--- config.mk ---
export PLATFORM = sky130hd
export DESIGN_NAME = hazard_stall_unit
export DESIGN_NICKNAME = d
export VERILOG_FILES = /design/src/rtl/hazard_stall_unit_pkg.sv /design/src/rtl/md_occupancy_tracker.sv /design/src/rtl/hazard_stall_unit.sv
export SDC_FILE = /design/constraint.sdc
export NUM_CORES = 1
export LEC_CHECK = 0
export ABC_AREA = 1
export CAP_MARGIN = 30
export CORE_MARGIN = 2
export CORE_UTILIZATION = 45
export CTS_BUF_LIST = sky130_fd_sc_hd__clkbuf_4 sky130_fd_sc_hd__clkbuf_8
export DETAILED_ROUTE_END_ITERATION = 10
export PLACE_DENSITY = 0.82
export SETUP_SLACK_MARGIN = 0.05
export SLEW_MARGIN = 20
export SYNTH_ARGS = -nofsm -noshare
export SYNTH_HDL_FRONTEND = slang
export SYNTH_SLANG_ARGS = --single-unit
--- constraint.sdc ---
create_clock -name clk -period 1.7 [get_ports clk]
set_input_delay 0.34 -clock clk [delete_from_list [all_inputs] [get_ports clk]]
set_output_delay 0.34 -clock clk [all_outputs]
set_load 0.03 [all_outputs]
--- src/rtl/hazard_stall_unit_pkg.sv ---
// Shared constants and types for the hazard/stall controller.
// Used by hazard_stall_unit and md_occupancy_tracker.
package hazard_stall_unit_pkg;

    localparam int unsigned REG_W              = 5;
    localparam int unsigned MD_CNT_W           = 8;
    localparam int unsigned PERF_W             = 32;
    localparam int unsigned MD_LATENCY_DEFAULT = 32;

    localparam logic [REG_W-1:0] REG_ZERO = 5'd0;

    typedef enum logic {
        MD_IDLE = 1'b0,
        MD_BUSY = 1'b1
    } md_state_e;

endpackage

--- src/rtl/md_occupancy_tracker.sv ---
// Multiply/divide occupancy FSM: tracks HI/LO busy window after a MULT/DIV
// issues from EX and pulses md_done_o in the last busy cycle.
module md_occupancy_tracker
    import hazard_stall_unit_pkg::*;
#(
    parameter int unsigned MD_LATENCY = MD_LATENCY_DEFAULT
) (
    input  logic clk,
    input  logic rst,
    input  logic md_start_i,
    output logic md_busy_o,
    output logic md_done_o,
    output logic cnt_nz_o
);

    md_state_e             state_q, state_d;
    logic [MD_CNT_W-1:0]   cnt_q, cnt_d;

    always_ff @(posedge clk or posedge rst) begin
        if (rst) begin
            state_q <= MD_IDLE;
            cnt_q   <= '0;
        end else begin
            state_q <= state_d;
            cnt_q   <= cnt_d;
        end
    end

    // A start while busy is ignored; the stall logic should make it impossible.
    always_comb begin
        state_d = state_q;
        cnt_d   = cnt_q;
        unique case (state_q)
            MD_IDLE: begin
                if (md_start_i) begin
                    state_d = MD_BUSY;
                    cnt_d   = MD_CNT_W'(MD_LATENCY - 1);
                end
            end
            MD_BUSY: begin
                cnt_d = cnt_q - MD_CNT_W'(1);
                if (cnt_q == MD_CNT_W'(1)) begin
                    state_d = MD_IDLE;
                end
            end
            default: begin
                state_d = MD_IDLE;
                cnt_d   = '0;
            end
        endcase
    end

    assign md_busy_o = (state_q == MD_BUSY);
    assign md_done_o = (state_q == MD_BUSY) && (cnt_q == MD_CNT_W'(1));
    assign cnt_nz_o  = (cnt_q != '0);

`ifndef SYNTHESIS
    always_ff @(posedge clk) begin
        if (!rst && (state_q == MD_BUSY) && md_start_i) begin
            $error("md_occupancy_tracker: MDStart while busy, ignored");
        end
    end
`endif

endmodule

--- src/rtl/hazard_stall_unit.sv ---
// Load-use / multiply-divide stall and taken-branch flush controller.
// Optional performance counters are built when HAZARD_PERF_CNT_EN is defined.
module hazard_stall_unit
    import hazard_stall_unit_pkg::*;
#(
    parameter int unsigned MD_LATENCY = MD_LATENCY_DEFAULT
) (
    input  logic             clk,
    input  logic             rst,
    input  logic             IDEXMemRead,
    input  logic [REG_W-1:0] IDEXRt,
    input  logic [REG_W-1:0] IFIDRs,
    input  logic [REG_W-1:0] IFIDRt,
    input  logic             IFIDUsesRt,
    input  logic             IFIDMD,
    input  logic             MDStart,
    input  logic             BranchTaken,
    output logic             PCWrite,
    output logic             IFIDWrite,
    output logic             IFIDFlush,
    output logic             IDEXFlush,
    output logic             MDBusy,
    output logic             MDDone
`ifdef HAZARD_PERF_CNT_EN
    ,
    output logic [31:0]      LUStallCnt,
    output logic [31:0]      MDStallCnt,
    output logic [31:0]      FlushCnt
`endif
);

    logic md_cnt_nz;
    logic lu_haz;
    logic md_haz;
    logic stall;

    md_occupancy_tracker #(
        .MD_LATENCY (MD_LATENCY)
    ) u_md_occupancy_tracker (
        .clk        (clk),
        .rst        (rst),
        .md_start_i (MDStart),
        .md_busy_o  (MDBusy),
        .md_done_o  (MDDone),
        .cnt_nz_o   (md_cnt_nz)
    );

    assign lu_haz = IDEXMemRead && (IDEXRt != REG_ZERO) &&
                    ((IDEXRt == IFIDRs) || (IFIDUsesRt && (IDEXRt == IFIDRt)));
    assign md_haz = IFIDMD && MDBusy && md_cnt_nz;
    assign stall  = (lu_haz || md_haz) && !BranchTaken;

    // Taken branch wins: the instruction that would stall is being discarded.
    always_comb begin
        PCWrite   = 1'b1;
        IFIDWrite = 1'b1;
        IFIDFlush = 1'b0;
        IDEXFlush = 1'b0;
        if (BranchTaken) begin
            IFIDFlush = 1'b1;
            IDEXFlush = 1'b1;
        end else if (stall) begin
            PCWrite   = 1'b0;
            IFIDWrite = 1'b0;
            IDEXFlush = 1'b1;
        end
    end

`ifdef HAZARD_PERF_CNT_EN
    logic [PERF_W-1:0] lu_cnt_q, lu_cnt_d;
    logic [PERF_W-1:0] md_cnt_q, md_cnt_d;
    logic [PERF_W-1:0] fl_cnt_q, fl_cnt_d;

    always_ff @(posedge clk or posedge rst) begin
        if (rst) begin
            lu_cnt_q <= '0;
            md_cnt_q <= '0;
            fl_cnt_q <= '0;
        end else begin
            lu_cnt_q <= lu_cnt_d;
            md_cnt_q <= md_cnt_d;
            fl_cnt_q <= fl_cnt_d;
        end
    end

    // A cycle with both hazards is attributed to load-use only.
    always_comb begin
        lu_cnt_d = lu_cnt_q;
        md_cnt_d = md_cnt_q;
        fl_cnt_d = fl_cnt_q;
        if (BranchTaken) begin
            fl_cnt_d = fl_cnt_q + PERF_W'(1);
        end else if (lu_haz) begin
            lu_cnt_d = lu_cnt_q + PERF_W'(1);
        end else if (md_haz) begin
            md_cnt_d = md_cnt_q + PERF_W'(1);
        end
    end

    assign LUStallCnt = lu_cnt_q;
    assign MDStallCnt = md_cnt_q;
    assign FlushCnt   = fl_cnt_q;
`endif

endmodule

==> flow_summary.json <==
{
  "hpwl_um": 1340,
  "grt_pass1_vias": 752,
  "r2r_cells": 10,
  "initial_core_util_pct": 48.4,
  "syn_area_um2": 737,
  "postPlaceCellArea_um2": 992,
  "clk_path_buf_depth": 2,
  "cts_tree": "built",
  "fp.dieW_um": 44.5,
  "yosys-top-cells-area": "dfrtp_1, nand2_1, inv_1",
  "io_buffers": 27,
  "ios": 28,
  "final_antenna_net_count": 0,
  "root_buffer": "clkbuf_4",
  "cp_data_required_time_ps": 1360,
  "fin_nets": 182,
  "r2r-end": "u_md_occupancy_tracker.cnt_q[7]$_DFFE_PP0P_",
  "power_uw": 1320,
  "layout_common_cells": "nand2_1, inv_1, dlygate4sd2_1",
  "routed_wirelength_um": 1970,
  "drive_gt1_share_pct": 22.4,
  "ys_ff_latch": 9,
  "syn_area_per_cell_um2": 6.41,
  "grt_start_max_net_pins": 10,
  "drc": 0,
  "diodes": 0,
  "core-area_um2": 1520,
  "ys_types": 22,
  "drt_iter0_markers": 21,
  "arrival_ps": 1420,
  "r2r_start": "u_md_occupancy_tracker.cnt_q[4]$_DFFE_PP0P_",
  "place.gp.congestion": 0.848,
  "dr.pass1.iters": 4,
  "hold_viol": 0,
  "grt_pass1_wl_um": 2980,
  "syn_to_final_growth_pct": 52.8,
  "final_common_cell": "nand2_1",
  "synth_top_area_cell": "dfrtp_1",
  "min_path_type": "in2async",
  "grt_overflow": 0,
  "yosys_warnings": 0,
  "rsz0062_at_grt": "true",
  "synth_cells": 115,
  "num_rows": 14,
  "antenna_found_initial": 0,
  "setup_viol": 3,
  "avgRoutedWirePerCell_um": 11.5,
  "leakage_uw": 0.000650,
  "cts_hold_buf": 0,
  "violations": "negative setup slack",
  "synth_top_area_share_pct": 30.6,
  "syn-num-nets": 140,
  "fin_hold_ws_ps": 332,
  "crit_path_end_kind": "primary output",
  "final.setup_skew_ps": 6.96,
  "worstSetupPathType": "reg2out",
  "ys_seq_area_share_pct": 30.6,
  "status": "finished, violations left",
  "final_area_um2": 1130,
  "tightest_slew_ps": 336,
  "rrSetupSlack_ps": 200,
  "clkSinkCount": 9,
  "setup_slack_ps": -63.2,
  "dieArea_um2": 1980,
  "start_kind": "register",
  "die_h_um": 44.5,
  "via_per_inst": 4.93,
  "clk_pin_slew_ps": 60,
  "utilization_pct": 73.9,
  "cp_max_fo": 3,
  "vias": 848,
  "slew_violations": 0,
  "maxCapViolations": 0,
  "fin_crit_sh_pct": 104,
  "clock.fmax_ghz": 0.567,
  "cts_buffers": 3,
  "finalCriticalPeriod_ps": 1760,
  "clkLatencyLatePin_ps": 260,
  "vdd_ir_drop_max_uv": 789,
  "grtUsageTotal_pct": 21.7,
  "power.density_nw_per_um2": 1180,
  "h-tree-depth": 1,
  "crit_start": "u_md_occupancy_tracker.cnt_q[0]$_DFFE_PP0P_",
  "slew_headroom_pct": 77.6
}
## kinds of logic (layout without fill, tap and decap cells)
group	Yosys count	in the layout	share of synthesized area [%]
and+or+nand+nor	66	66	40.1
DFF	9	9	30.6
xor gates and xnor gates	1	1	1.19
buffers and inverters	27	68	15.8
AOI/OAI and AO/OA	9	9	7.30
adders and majority gates	3	3	5.09
## layer usage
layer  wire (µm)  global-route usage [%]
met4          59                    18.2
met2         999                    36.8
met3         125                    4.08
met5           0                       0
met1         788                    22.8
## synth_stat cells
| cell | number |
|---|---|
| a21oi_1 | 2 |
| a22oi_1 | 1 |
| buf_4 | 2 |
| buf_6 | 1 |
| dfrtp_1 | 9 |
| ha_1 | 3 |
| inv_1 | 22 |
| inv_2 | 2 |
| nand2_1 | 36 |
| nand2_2 | 1 |
| nand2_4 | 1 |
| nand3_1 | 9 |
| nand3b_1 | 1 |
| nand4_1 | 2 |
| nor2_1 | 12 |
| nor2_2 | 1 |
| nor3_1 | 2 |
| nor3_4 | 1 |
| o21ai_0 | 2 |
| o21ai_1 | 3 |
| o21bai_2 | 1 |
| xnor2_1 | 1 |
## worst max path at each step
stage	to	slack (ps)	cells after the start
5_1_grt	IFIDWrite	-180	6
4_1_cts	PCWrite	-70	6
6_report	PCWrite	-60	7
3_5_place_dp	PCWrite	-300	11
3_3_place_gp	IFIDWrite	-230	11
2_1_floorplan	PCWrite	140	7
## repair_timing
| action | 4_1_cts | 5_1_grt |
|---|---|---|
| gates resized for setup | 26 | 1 |
| pin swaps | 13 | 4 |
| endpoints found under the setup margin | 5 | 4 |
| gates cloned | 0 | 0 |
| setup buffers | 8 | 5 |
## final cells by class
cell class | instances | area [µm²]
sequential | 9 | 226
fill | 125 | 398
inverter | 24 | 90.1
timing repair buffer | 40 | 349
clock buffer | 4 | 30.0
multi-input combinational | 79 | 410
tap | 16 | 20.0
## through the flow
stage	worst slack [ps]	setup TNS [ps]	instances
after detailed placement	-298	-829	155
after CTS	-74.1	-169	167
after global placement	-232	-651	155
after floorplan	141	0	115
after global routing	-183	-565	172
final	-63.2	-147	172
## flip-flops by register name (all words and copies together), names as in the netlist
signal,cells
u_md_occupancy_tracker.cnt_q,8
u_md_occupancy_tracker.md_busy_o,1
## report_power, final
group	internal, µW	total [µW]	leakage (µW)	switching [µW]
combinational	370	731	0.000531	361
sequential	316	410	0.000101	94.1
clock	106	183	0.0000184	76.7
total	793	1320	0.000650	532
## worst max-delay path, cell delays in order, from the launching register on
cell and delay (ps):
dfrtp_1 390, inv_2 100, ha_1 160, inv_1 50, o21bai_2 150, nand2_1 80, nand2_2 90, buf_6 130
Note: power is estimated with default switching activity, not from simulation.
==> RTL change 1: new RTL, same flow settings <==
Set the package constant `REG_W` to 10 (it was 5).
--- a/src/rtl/hazard_stall_unit_pkg.sv
+++ b/src/rtl/hazard_stall_unit_pkg.sv
@@ -2,7 +2,7 @@
 // Used by hazard_stall_unit and md_occupancy_tracker.
 package hazard_stall_unit_pkg;
 
-    localparam int unsigned REG_W              = 5;
+    localparam int unsigned REG_W              = 10;
     localparam int unsigned MD_CNT_W           = 8;
     localparam int unsigned PERF_W             = 32;
     localparam int unsigned MD_LATENCY_DEFAULT = 32;
Interface: changed (resized IDEXRt, IFIDRs and IFIDRt); port bits go from 28 to 43. No check against the original RTL was run, so the function may have changed too.
==> RTL change 1 against the original RTL <==
  * Final area rose by 22%
  * Sequential cell count did not move
  * Power fell by 1.3%
  * Area after synthesis rose by 20%
  * Die area rose by 18%
  * Synthesized cell count rose by 26%
  * Routed wire length rose by 21%
  * Clock skew rose by 0.0037 ns
  * Setup slack improved by 0.088 ns
  * First-iteration DRC count fell by 48%
  * Highest routed layer unchanged
==> RTL change 1: results (changes against the original RTL) <==
The run finished with clean final reports. HPWL after detailed placement: 1.86 mm (+39%). The total standard cell area after synthesis was 887 um^2 (+20%); the adder-cell share of the synthesized area was 4.23% (-0.86 points). The worst reg2reg path endpoint is u_md_occupancy_tracker.cnt_q[6]$_DFFE_PP0P_. The launch point of the worst reg-to-reg path is u_md_occupancy_tracker.cnt_q[1]$_DFFE_PP0P_.

The area of the multi-input gates is 592 um^2 (+44%). The logs give 11 (-48%) for the starting DRC count in detailed routing and 1.34 ns (-0.08 ns) for the critical path arrival. The routed via count divided by cell count came out at 4.66 (-5.5%). The wire length of the first global-routing pass was 4.10 mm (+38%); the final critical-path required period was 1.68 ns (-0.0880 ns).

The global router's overall resource usage came out at 21.9% (+0.21 points). The post-synth net total came out at 185 (+32%). The run gives 164 (+31%) as the filler cell count in the final layout. The portion of the post-synthesis area used by sequential elements is 25.4% (-5.2 points), and the number of multi-input combinational cells in the layout is 105 (+33%). The largest vdd supply drop was 0.762 mV (-3.3%); the hold slack was 0.325 ns (-0.00700 ns).

After synthesis, the most frequently instantiated cells are sky130_fd_sc_hd__nand2_1, sky130_fd_sc_hd__inv_1, sky130_fd_sc_hd__nor2_1. The fraction of area in clock buffers and inverters was 2.01% (-0.66 points); the synthesized instance count was 145 (+26%). For the number of cells in the design after placement, the log shows 215 (+39%). The post-route cell area came out at 0.00137 mm^2 (+22%). The routability congestion estimate from global placement was 0.880 (+3.8%); the count of plain and timing-repair buffers was 50 (+25%). The register-to-register setup slack came out at 0.23 ns (+0.03 ns). The final clock skew was 0.0107 ns (+0.00370 ns); the quantity of I/O buffers inserted on ports was 42 (+56%). The fraction of area in registers came out at 16.5% (-3.6 points). The tools report the number of buffers added for setup after CTS as 4 (-4). The logs give 96 (+270%) for the quantity of gates resized following cts and 2.40 mm (+21%) for the total wire length.

The worst setup timing slack at the placement stage came out at -0.341 ns (-0.0424 ns). The number of clock buffers in the layout came out at 3 (-1). The compound-gate portion of the synthesized area was 5.08% (-2.2 points); the slew at the pin closest to its max-slew limit was 0.343 ns (+0.00723 ns).

The non-clock inverter count in the final layout works out to 29 (+21%). Ranked by total cell area, the synthesized netlist is headed by sky130_fd_sc_hd__dfrtp_1, sky130_fd_sc_hd__nand2_1, sky130_fd_sc_hd__inv_1. The number of cells on the worst reg-to-reg path came out at 9 (-1).

The net count of the finished layout was 238 (+31%).
[RTL change 1: changes by cell type in the layout (fill, tap and decap cells not counted), sizes merged, moves of 3 or more]
cell,change
inv,+5
dlygate4sd2,-13
nand2,+10
clkdlybuf4s15,+6
xor2,+3
buf,+6
nand3,+3
xnor2,+5
clkbuf,+9
nor2,+4
[RTL change 1: kinds of logic (layout without fill, tap and decap cells)]
kind of cell / count (synthesis) / in the layout
adder cells (fa/ha/maj): 3 / 3
buffers and inverters: 31 / 83
XOR/XNOR: 9 / 9
flip-flops: 9 / 9
AND/OR/NAND/NOR: 85 / 85
AO/OA/AOI/OAI: 8 / 8
[RTL change 1: power by group]
group          internal [mW]  switching [mW]
clock network         0.0867          0.0757
logic                  0.359           0.362
registers              0.318           0.106
[RTL change 1: per-layer routing]
metal  track usage, %  vias to the layer above  part of all wire, %
li1                 -                      546                    -
met1             25.6                      458                   42
met2             38.7                       34                   50
met3             3.70                        6                  5.8
met4             11.0                        0                  1.7
met5                0                        -                    0
==> RTL change 2: new RTL, config.mk and constraints unchanged <==
Made on the original files. Add an input register stage for `IFIDRt`, without a reset; this delays it by one clock. The other inputs are not delayed to match.
--- a/src/rtl/hazard_stall_unit.sv
+++ b/src/rtl/hazard_stall_unit.sv
@@ -29,6 +29,12 @@
 `endif
 );
 
+    logic [REG_W-1:0] IFIDRt_q;
+
+    always_ff @(posedge clk) begin
+        IFIDRt_q <= IFIDRt;
+    end
+
     logic md_cnt_nz;
     logic lu_haz;
     logic md_haz;
@@ -46,7 +52,7 @@
     );
 
     assign lu_haz = IDEXMemRead && (IDEXRt != REG_ZERO) &&
-                    ((IDEXRt == IFIDRs) || (IFIDUsesRt && (IDEXRt == IFIDRt)));
+                    ((IDEXRt == IFIDRs) || (IFIDUsesRt && (IDEXRt == IFIDRt_q)));
     assign md_haz = IFIDMD && MDBusy && md_cnt_nz;
     assign stall  = (lu_haz || md_haz) && !BranchTaken;
 
Formal check against the unedited RTL: not equivalent (Yosys sat finds a counterexample within 4 cycles, from zero or initial values and one cycle with rst high).
==> RTL change 2 against the original RTL <==
  * Largest power group unchanged
  * Final area is 15% higher
  * Routed wire length is 11% higher
  * Register-to-register slack better by 0.07 ns
  * Critical path depth decreased by 1
  * Die area is 14% higher
  * Count of clock-buffer cells in the layout unchanged
  * Critical path type unchanged
  * Clock power grew 15%
  * Setup slack got worse by 0.035 ns
  * Area after synthesis increased by 16%
  * Final cell count rose by 11%
  * Power increased by 9.3%
  * Sequential share of layout area grew 4.9 points
  * Sequential cell count increased by 5
  * Worst hold slack got worse by 0.013 ns
  * The flow still finishes with violations (negative setup slack)
==> RTL change 2: results (changes against the original RTL) <==
The launch point of the critical path is u_md_occupancy_tracker.cnt_q[5]$_DFFE_PP0P_. The HPWL after detailed placement came out at 1.48 mm (+10%). The final clock skew came out at 0.0159 ns (+0.00897 ns). Register share of total power: 34.8% (+3.8 points).

For the power consumption, the log shows 1.45 mW (+9.3%). Sequential cell area: 325 um^2 (+44%). The total clock network power was 211 uW (+15%); the final setup violation count was 4 (+1).

The xor/xnor share of the synthesized area is 2.05% (+0.86 points), and the largest vdd supply drop is 0.906 mV (+15%). The run gives 178 (+15%) as the number of cells in the design after placement. The fraction of final layout cells with drive strength greater than 1 was 24.7% (+2.3 points). The run gives 556 uW (+4.6%) as the net switching power of the design. The final reports fail on negative setup slack.

The tools report the net count of the finished layout as 192 (+5.5%). The run finished, with violations left. Sorting the synthesized cells by how often they occur yields sky130_fd_sc_hd__nand2_1, sky130_fd_sc_hd__inv_1, sky130_fd_sc_hd__nor2_1. The routed via count divided by cell count was 4.64 (-5.9%). The worst path setup slack after routing is -0.0977 ns (-0.0345 ns). The total wire length was 2.19 mm (+11%); the per-cell routed wire length was 11.5 um (about the same). The post-synth net total was 151 (+7.9%); the global router's overall resource usage was 19.7% (-2.0 points).

The maximum net fanout on the critical path was 2 (-1). The critical path arrival is 1.46 ns (+0.04 ns), and the share of async-settable or async-resettable flops after synthesis is 64.3% (-36 points). The tools report the leakage power as 0.672 nW (+3.3%).
==> RTL change 2: cell types whose count changed after synthesis, moves of 3 or more <==
cell                      change
sky130_fd_sc_hd__dfxtp_1      +5
sky130_fd_sc_hd__nor2_1       +4
sky130_fd_sc_hd__o21ai_0      +3
sky130_fd_sc_hd__inv_2        +3
==> RTL change 2: path summary, 6_finish.rpt <==
path                                                               endpoint  slack (ns)  cells past startpoint
worst min register to register  u_md_occupancy_tracker.cnt_q[4]$_DFFE_PP0P_        0.55                      1
max in group asynchronous       u_md_occupancy_tracker.cnt_q[6]$_DFFE_PP0P_        1.10                      2
worst min-delay path            u_md_occupancy_tracker.cnt_q[0]$_DFFE_PP0P_        0.32                      2
worst max-delay path                                              IFIDWrite        -0.1                      6
min in group clk                                        IFIDRt_q[4]$_DFF_P_        0.49                      1
worst max register to register  u_md_occupancy_tracker.cnt_q[6]$_DFFE_PP0P_        0.27                      9
==> RTL change 2: layer usage <==
layer | GRT usage (%) | wire length (um)
met2 | 38.1 | 1190
met4 | 6.49 | 29
met3 | 3.77 | 113
met1 | 21.1 | 853
met5 | 0 | 0
==> RTL change 2: layout make-up <==
class                   instances  area share, %
flip-flops and latches         14           25.0
repair buffers                 39           27.3
well taps                      25           2.41
multi-input cells              82           34.9
inverters                      27           7.99
clock buffers                   4           2.31
==> RTL change 2: logic make-up (layout without fill, tap and decap cells) <==
group,Yosys count,in the layout
simple gates,66,66
flops,14,14
fa+ha+maj,3,3
compound gates,11,11
xor+xnor,2,2
buf+inv,30,70
==> RTL change 2: what timing repair did <==
item,CTS,global route
endpoints found under the hold margin,0,0
setup endpoints to repair,5,4
cloned,0,0
setup buffers,7,2
resized for setup,23,9
pin swaps,14,1
